<file path="config.mk">
export PLATFORM = sky130hd
export DESIGN_NAME = lc3b_mem_arbiter_flat
export DESIGN_NICKNAME = d
export VERILOG_FILES = /design/src/rtl/lc3b_mem_arbiter_pkg.sv /design/src/rtl/lc3b_mem_arbiter_if.sv /design/src/rtl/lc3b_mem_arbiter_burst_guard.sv /design/src/rtl/lc3b_mem_arbiter.sv /design/src/flat_wrapper.sv
export SDC_FILE = /design/constraint.sdc
export NUM_CORES = 1
export LEC_CHECK = 0
export CAP_MARGIN = 25
export CORE_MARGIN = 10
export CORE_UTILIZATION = 40
export DETAILED_ROUTE_END_ITERATION = 6
export PLACE_DENSITY = 0.81
export SYNTH_ARGS = -nofsm -noshare
export SYNTH_HDL_FRONTEND = slang
export SYNTH_HIERARCHICAL = 1
export SYNTH_SLANG_ARGS = --single-unit
</file>
<file path="constraint.sdc">
create_clock -name clk -period 2.5 [get_ports clk]
set_input_delay 0.75 -clock clk [delete_from_list [all_inputs] [get_ports clk]]
set_output_delay 0.75 -clock clk [all_outputs]
set_load 0.02 [all_outputs]
</file>
<file path="src/rtl/lc3b_mem_arbiter_pkg.sv">
// Shared LC-3b types used by the memory arbiter slice: word, byte-lane mask
// and the arbiter FSM state encoding.
package lc3b_types;

  typedef logic [15:0] lc3b_word;
  typedef logic [1:0]  lc3b_mem_be;

  typedef enum logic [1:0] {
    IDLE    = 2'd0,
    SERVE_I = 2'd1,
    SERVE_D = 2'd2,
    DONE    = 2'd3
  } lc3b_arb_state;

  localparam lc3b_mem_be BE_ALL = 2'b11;

endpackage

</file>
<file path="src/rtl/lc3b_mem_arbiter_if.sv">
// Bundles the fetch port, data port and physical memory port of the arbiter.
// master = arbiter view, slave = requesters/memory view.
interface lc3b_mem_arbiter_if;
  import lc3b_types::*;

  logic       i_read;
  lc3b_word   i_address;
  lc3b_word   i_rdata;
  logic       i_resp;

  logic       d_read;
  logic       d_write;
  lc3b_mem_be d_byte_enable;
  lc3b_word   d_address;
  lc3b_word   d_wdata;
  lc3b_word   d_rdata;
  logic       d_resp;

  logic       pmem_read;
  logic       pmem_write;
  lc3b_mem_be pmem_byte_enable;
  lc3b_word   pmem_address;
  lc3b_word   pmem_wdata;
  lc3b_word   pmem_rdata;
  logic       pmem_resp;

  logic       busy;

  modport master (
    input  i_read, i_address, d_read, d_write, d_byte_enable, d_address, d_wdata,
           pmem_rdata, pmem_resp,
    output i_rdata, i_resp, d_rdata, d_resp, pmem_read, pmem_write,
           pmem_byte_enable, pmem_address, pmem_wdata, busy
  );

  modport slave (
    output i_read, i_address, d_read, d_write, d_byte_enable, d_address, d_wdata,
           pmem_rdata, pmem_resp,
    input  i_rdata, i_resp, d_rdata, d_resp, pmem_read, pmem_write,
           pmem_byte_enable, pmem_address, pmem_wdata, busy
  );

endinterface

</file>
<file path="src/rtl/lc3b_mem_arbiter_burst_guard.sv">
// Starvation guard: counts consecutive data grants taken while a fetch waits
// and forces the next grant to fetch once the count reaches DATA_BURST_MAX.
module lc3b_arb_burst_guard #(
  parameter int DATA_BURST_MAX = 4
) (
  input  logic clk,
  input  logic rst_n,
  input  logic idle,
  input  logic i_read,
  input  logic grant_d,
  input  logic grant_i,
  output logic force_fetch
);

  localparam int CNT_W = (DATA_BURST_MAX > 0) ? $clog2(DATA_BURST_MAX + 1) : 1;
  localparam logic [CNT_W-1:0] CNT_MAX = CNT_W'(DATA_BURST_MAX);

  logic [CNT_W-1:0] cnt;

  always_ff @(posedge clk) begin
    if (!rst_n) begin
      cnt <= '0;
    end else if (grant_i || (idle && !i_read)) begin
      cnt <= '0;
    end else if (grant_d && i_read && (cnt != CNT_MAX)) begin
      cnt <= cnt + 1'b1;
    end
  end

  // A zero limit disables the guard entirely: data always wins.
  assign force_fetch = (DATA_BURST_MAX != 0) && i_read && (cnt == CNT_MAX);

endmodule

</file>
<file path="src/rtl/lc3b_mem_arbiter.sv">
// Shares the single physical memory port between instruction fetch and the
// MEM-stage data access; data has priority, fetch is protected from starvation.
module lc3b_mem_arbiter
  import lc3b_types::*;
#(
  parameter int DATA_BURST_MAX = 4
) (
  input  logic                  clk,
  input  logic                  rst_n,
  lc3b_mem_arbiter_if.master    bus
);

  lc3b_arb_state state, state_next;

  logic       d_req;
  logic       force_fetch;
  logic       grant_d;
  logic       grant_i;

  logic       lat_sel_d;
  logic       lat_write;
  lc3b_word   lat_addr;
  lc3b_word   lat_wdata;
  lc3b_mem_be lat_be;
  logic       cancel;
  lc3b_word   i_rdata_q;
  lc3b_word   d_rdata_q;

  // A simultaneous read+write is treated as a write; the read is dropped.
  assign d_req   = bus.d_read | bus.d_write;
  assign grant_d = (state == IDLE) && d_req && !force_fetch;
  assign grant_i = (state == IDLE) && bus.i_read && (!d_req || force_fetch);

  lc3b_arb_burst_guard #(
    .DATA_BURST_MAX (DATA_BURST_MAX)
  ) u_burst_guard (
    .clk         (clk),
    .rst_n       (rst_n),
    .idle        (state == IDLE),
    .i_read      (bus.i_read),
    .grant_d     (grant_d),
    .grant_i     (grant_i),
    .force_fetch (force_fetch)
  );

  always_ff @(posedge clk) begin
    if (!rst_n) begin
      state <= IDLE;
    end else begin
      state <= state_next;
    end
  end

  always_comb begin
    state_next = state;
    case (state)
      IDLE: begin
        if (grant_d)      state_next = SERVE_D;
        else if (grant_i) state_next = SERVE_I;
      end
      SERVE_I, SERVE_D: begin
        if (bus.pmem_resp) state_next = DONE;
      end
      DONE:    state_next = IDLE;
      default: state_next = IDLE;
    endcase
  end

  // Command fields are frozen at grant so requester changes mid-transaction
  // never reach the memory port.
  always_ff @(posedge clk) begin
    if (!rst_n) begin
      lat_sel_d <= 1'b0;
      lat_write <= 1'b0;
      lat_addr  <= '0;
      lat_wdata <= '0;
      lat_be    <= '0;
      cancel    <= 1'b0;
      i_rdata_q <= '0;
      d_rdata_q <= '0;
    end else begin
      if (grant_d) begin
        lat_sel_d <= 1'b1;
        lat_write <= bus.d_write;
        lat_addr  <= bus.d_address;
        lat_wdata <= bus.d_wdata;
        lat_be    <= bus.d_write ? bus.d_byte_enable : BE_ALL;
      end else if (grant_i) begin
        lat_sel_d <= 1'b0;
        lat_write <= 1'b0;
        lat_addr  <= bus.i_address;
        lat_be    <= BE_ALL;
      end

      if ((state == SERVE_I && !bus.i_read) || (state == SERVE_D && !d_req)) begin
        cancel <= 1'b1;
      end else if (state == DONE) begin
        cancel <= 1'b0;
      end

      if (state == SERVE_I && bus.pmem_resp) i_rdata_q <= bus.pmem_rdata;
      if (state == SERVE_D && bus.pmem_resp) d_rdata_q <= bus.pmem_rdata;
    end
  end

  always_comb begin
    bus.pmem_read        = (state == SERVE_I) || ((state == SERVE_D) && !lat_write);
    bus.pmem_write       = (state == SERVE_D) && lat_write;
    bus.pmem_address     = lat_addr;
    bus.pmem_wdata       = lat_wdata;
    bus.pmem_byte_enable = lat_be;
    bus.i_resp           = (state == DONE) && !lat_sel_d && !cancel;
    bus.d_resp           = (state == DONE) &&  lat_sel_d && !cancel;
    bus.i_rdata          = i_rdata_q;
    bus.d_rdata          = d_rdata_q;
    bus.busy             = (state != IDLE);
  end

endmodule

</file>
<file path="src/flat_wrapper.sv">
// flat-port wrapper written by rule: the top's interface ports become plain ports
module lc3b_mem_arbiter_flat import lc3b_types::*;
#(
  parameter int DATA_BURST_MAX = 4
)
  (clk, rst_n, bus_i_read, bus_i_address, bus_d_read, bus_d_write, bus_d_byte_enable, bus_d_address, bus_d_wdata, bus_pmem_rdata, bus_pmem_resp, bus_i_rdata, bus_i_resp, bus_d_rdata, bus_d_resp, bus_pmem_read, bus_pmem_write, bus_pmem_byte_enable, bus_pmem_address, bus_pmem_wdata, bus_busy);
  lc3b_mem_arbiter_if bus_i ();
  input  logic clk;
  input  logic rst_n;
  input wire logic [$bits(bus_i.i_read)-1:0] bus_i_read;
  input wire logic [$bits(bus_i.i_address)-1:0] bus_i_address;
  input wire logic [$bits(bus_i.d_read)-1:0] bus_d_read;
  input wire logic [$bits(bus_i.d_write)-1:0] bus_d_write;
  input wire logic [$bits(bus_i.d_byte_enable)-1:0] bus_d_byte_enable;
  input wire logic [$bits(bus_i.d_address)-1:0] bus_d_address;
  input wire logic [$bits(bus_i.d_wdata)-1:0] bus_d_wdata;
  input wire logic [$bits(bus_i.pmem_rdata)-1:0] bus_pmem_rdata;
  input wire logic [$bits(bus_i.pmem_resp)-1:0] bus_pmem_resp;
  output wire logic [$bits(bus_i.i_rdata)-1:0] bus_i_rdata;
  output wire logic [$bits(bus_i.i_resp)-1:0] bus_i_resp;
  output wire logic [$bits(bus_i.d_rdata)-1:0] bus_d_rdata;
  output wire logic [$bits(bus_i.d_resp)-1:0] bus_d_resp;
  output wire logic [$bits(bus_i.pmem_read)-1:0] bus_pmem_read;
  output wire logic [$bits(bus_i.pmem_write)-1:0] bus_pmem_write;
  output wire logic [$bits(bus_i.pmem_byte_enable)-1:0] bus_pmem_byte_enable;
  output wire logic [$bits(bus_i.pmem_address)-1:0] bus_pmem_address;
  output wire logic [$bits(bus_i.pmem_wdata)-1:0] bus_pmem_wdata;
  output wire logic [$bits(bus_i.busy)-1:0] bus_busy;
  assign bus_i.i_read = bus_i_read;
  assign bus_i.i_address = bus_i_address;
  assign bus_i.d_read = bus_d_read;
  assign bus_i.d_write = bus_d_write;
  assign bus_i.d_byte_enable = bus_d_byte_enable;
  assign bus_i.d_address = bus_d_address;
  assign bus_i.d_wdata = bus_d_wdata;
  assign bus_i.pmem_rdata = bus_pmem_rdata;
  assign bus_i.pmem_resp = bus_pmem_resp;
  assign bus_i_rdata = bus_i.i_rdata;
  assign bus_i_resp = bus_i.i_resp;
  assign bus_d_rdata = bus_i.d_rdata;
  assign bus_d_resp = bus_i.d_resp;
  assign bus_pmem_read = bus_i.pmem_read;
  assign bus_pmem_write = bus_i.pmem_write;
  assign bus_pmem_byte_enable = bus_i.pmem_byte_enable;
  assign bus_pmem_address = bus_i.pmem_address;
  assign bus_pmem_wdata = bus_i.pmem_wdata;
  assign bus_busy = bus_i.busy;
  lc3b_mem_arbiter #(.DATA_BURST_MAX(DATA_BURST_MAX)) u_core (.clk(clk), .rst_n(rst_n), .bus(bus_i));
endmodule
</file>
==> results by group <==
Outcome
  • Status: finished clean

Power and ir drop
  • Peak supply drop: 0.000485 V
  • Int Pwr: 0.00284 W
  • Switching share of power: 0.389
  • Comb pwr share: 0.440
  • Pwr dens: 952 mW/mm^2
  • Switching power: 0.00181 W
  • Reg power frac: 0.333
  • Part of the power in the clock network: 0.226
  • Leak pwr: 1.78 nW

Global route
  • First-pass GRT wire length: 16100 um
  • Largest net degree at the start of global routing: 40
  • GRT Total Usage: 0.171
  • Vias in the first global route: 3218
  • Initial antenna violation count: 0
  • Grt total ovfl: 0

Placed design
  • Dpl ws: 0.0280 ns
  • Routability cong.: 0.848
  • Hpwl dp: 7870 um
  • Port bufs: 142

Synthesis
  • Main synth FF type: dfxtp_1
  • Main combinational cell family by area after synthesis: simple AND/OR/NAND/NOR gates
  • Synth Area in Compound Gates: 0.212
  • Yosys cell types: 45
  • Synth Net Count: 458
  • Synth area leaders: dfxtp_1 (47%), nand2_1 (12%), a21oi_1 (8.1%)
  • Area leader, netlist: dfxtp_1
  • Post-synth EDFFs: 0
  • Post-synth ARST share: 0
  • Number of synthesized register bits: 74
  • Post-synthesis simple-gate area fraction: 0.228
  • Adder-cell share of the synthesized area: 0.0278
  • Post-synthesis mux area share: 0.00318
  • Synth Cell Area: 0.00315 sq mm
  • Yosys top cell area share: 0.471
  • Synth warn: 6
  • Post-Syn Instances: 379
  • Post-synthesis sequential area ratio: 0.471
  • Syn_area_per_cell: 8.31 sq um
  • Xor and xnor area share after synthesis: 0

Clock tree
  • Clock root buffer master: clkbuf_8
  • Clock-pin slew on the worst setup and hold paths: 0.08 ns
  • Hold buffer count at CTS: 0
  • Post-CTS setup buffers: 0
  • Htree depth: 3
  • CTS Sinks: 74
  • CTS tree: yes
  • Cts bufs inserted: 9
  • Worst-case clock buffer depth: 2
  • Cts repair resizes: 5
  • Worst skew pair latency: 0.34 ns

Detailed routing
  • Via density: 5.17
  • Detail Route Antenna Nets: 0
  • DRT Pass-1 Iters: 4
  • Per-cell routed wire length: 16.9 um
  • DRT iter0 DRCs: 161
  • Final wirelength: 10500 um
  • # DRC: 0
  • Routed via count: 3224

STA
  • Post-route setup TNS: 0 ns
  • Final period util: 0.946
  • Slew margin rel.: 0.545
  • Worst slack on hold paths: 0.455 ns
  • Final Critical Period: 2.36 ns
  • Worst-margin pin slew: 0.683 ns
  • # setup viols final: 0
  • Unrepaired setup endpoints after global routing: no
  • Setup Skew: 0.00842 ns
  • Fmax: 423 MHz
  • Hold Vio Cnt, Final: 0
  • Final worst slack: 0.135 ns
  • Final Max Slew Viols: 0

Die
  • Core ar.: 0.00769 sq mm
  • Die Wd: 109 um
  • Initial core utilization: 0.410
  • Die area: 0.0118 sq mm
  • Die height: 109 um
  • Site row count: 32
  • I/O Pins: 143

Worst setup path
  • Worst Path Max Fanout: 5
  • Crit path DAT: 1.61 ns
  • Setup crit start kind: flip-flop
  • Critical path endpoint category: output port
  • Required time of the critical path: 1.75 ns
  • Crit path kind: flip-flop to output port

Cells and area
  • Layout cell share with drive strength beyond 1: 0.0960
  • Nets: 595
  • Reg area: 0.00148 sq mm
  • Antenna Cells: 0
  • Most common cell after layout, fill and taps aside: clkdlybuf4s50_1
  • Util after Layout: 0.635
  • Number of fill cells: 660
  • Layout area overhead: 55.1%
  • Multi-input gate area: 0.00148 sq mm
  • Commonest cells after routing, fill and taps aside: clkdlybuf4s50_1 (137), nand2_1 (100), dfxtp_1 (74), a21oi_1 (51), nor3_1 (18)

Job
  • Max cap viols: 0

Worst hold path
  • Hold crit path type: flip-flop to flip-flop
==> worst max-delay path, stage by stage, from the launching register on <==
cell,delay (ns)
dfxtp_1,0.39
inv_1,0.10
ha_1,0.26
and2_1,0.20
dlygate4sd2_1,0.33
==> stage by stage <==
step | cells | power, W | cell area (sq um)
after CTS | 623 | 0.00469 | 4880
after floorplan | 379 | 0.00281 | 3150
final | 623 | 0.00465 | 4880
after detailed placement | 607 | 0.00364 | 4660
after global placement | 607 | 0.00359 | 4660
after global routing | 623 | 0.00493 | 4880
==> per-layer routing <==
metal	vias to the layer above	global-route usage	routed length, um
li1	1581	-	-
met1	1484	0.195	4360
met2	153	0.272	4840
met3	6	0.0914	1220
met4	0	0.0518	102
met5	-	0	0
==> power groups by stage <==
stage	sequential, W	clock, W	combinational [W]
floorplan	0.00180	0	0.00101
detailed placement	0.00157	0	0.00208
CTS	0.00155	0.00108	0.00206
finish	0.00155	0.00105	0.00205
global route	0.00158	0.00115	0.00221
global placement	0.00156	0	0.00203
==> state kept, by name, indices dropped and copies added, names as in the netlist <==
signal,count
u_core/bus.d_rdata,16
u_core/cancel,1
u_core/bus.pmem_byte_enable,2
u_core/state,2
u_core/bus.pmem_wdata,16
u_core/lat_sel_d,1
u_core/u_burst_guard/cnt,3
u_core/lat_write,1
u_core/bus.pmem_address,16
u_core/bus.i_rdata,16
==> layout make-up <==
| type | count | area share |
|---|---|---|
| timing repair buffer | 155 | 0.312 |
| sequential | 74 | 0.303 |
| multi-input combinational | 265 | 0.303 |
| tap | 102 | 0.0261 |
| clock buffer | 9 | 0.0254 |
| clock inverter | 7 | 0.0208 |
| inverter | 11 | 0.00846 |
==> Yosys cell counts, types with 2 or more instances <==
master / count
buf_4: 4
nor3_1: 18
dfxtp_1: 74
inv_2: 3
a311oi_2: 9
buf_2: 10
nand3_1: 17
nand2_1: 100
a31oi_1: 2
ha_1: 7
nand2_4: 2
nand4b_1: 2
clkbuf_1: 10
o21ai_1: 14
inv_1: 8
o311a_1: 2
a21oi_1: 51
and2_1: 4
a311oi_1: 7
buf_1: 4
nor2_1: 3
o21ai_0: 5
==> final timing paths <==
| kind | startpoint | to | slack (ns) | cells past startpoint |
|---|---|---|---|---|
| max | u_core/state[0] | bus_pmem_write | 0.14 | 4 |
| min | u_core/bus.d_rdata[10] | u_core/bus.d_rdata[10] | 0.45 | 2 |
| max reg2reg | u_core/state[1] | u_core/bus.pmem_address[10] | 0.36 | 6 |
| min reg2reg | u_core/bus.d_rdata[10] | u_core/bus.d_rdata[10] | 0.45 | 2 |
==> cells by family (layout without fill, tap and decap cells) <==
kind of cell             Yosys count  after routing
flip-flops                        74             74
multiplexers                       1              1
adder cells (fa/ha/maj)            7              7
AO/OA/AOI/OAI                     99             99
AND/OR/NAND/NOR                  158            158
buffers and inverters             40            182
Note: power is estimated with default switching activity, not from simulation.
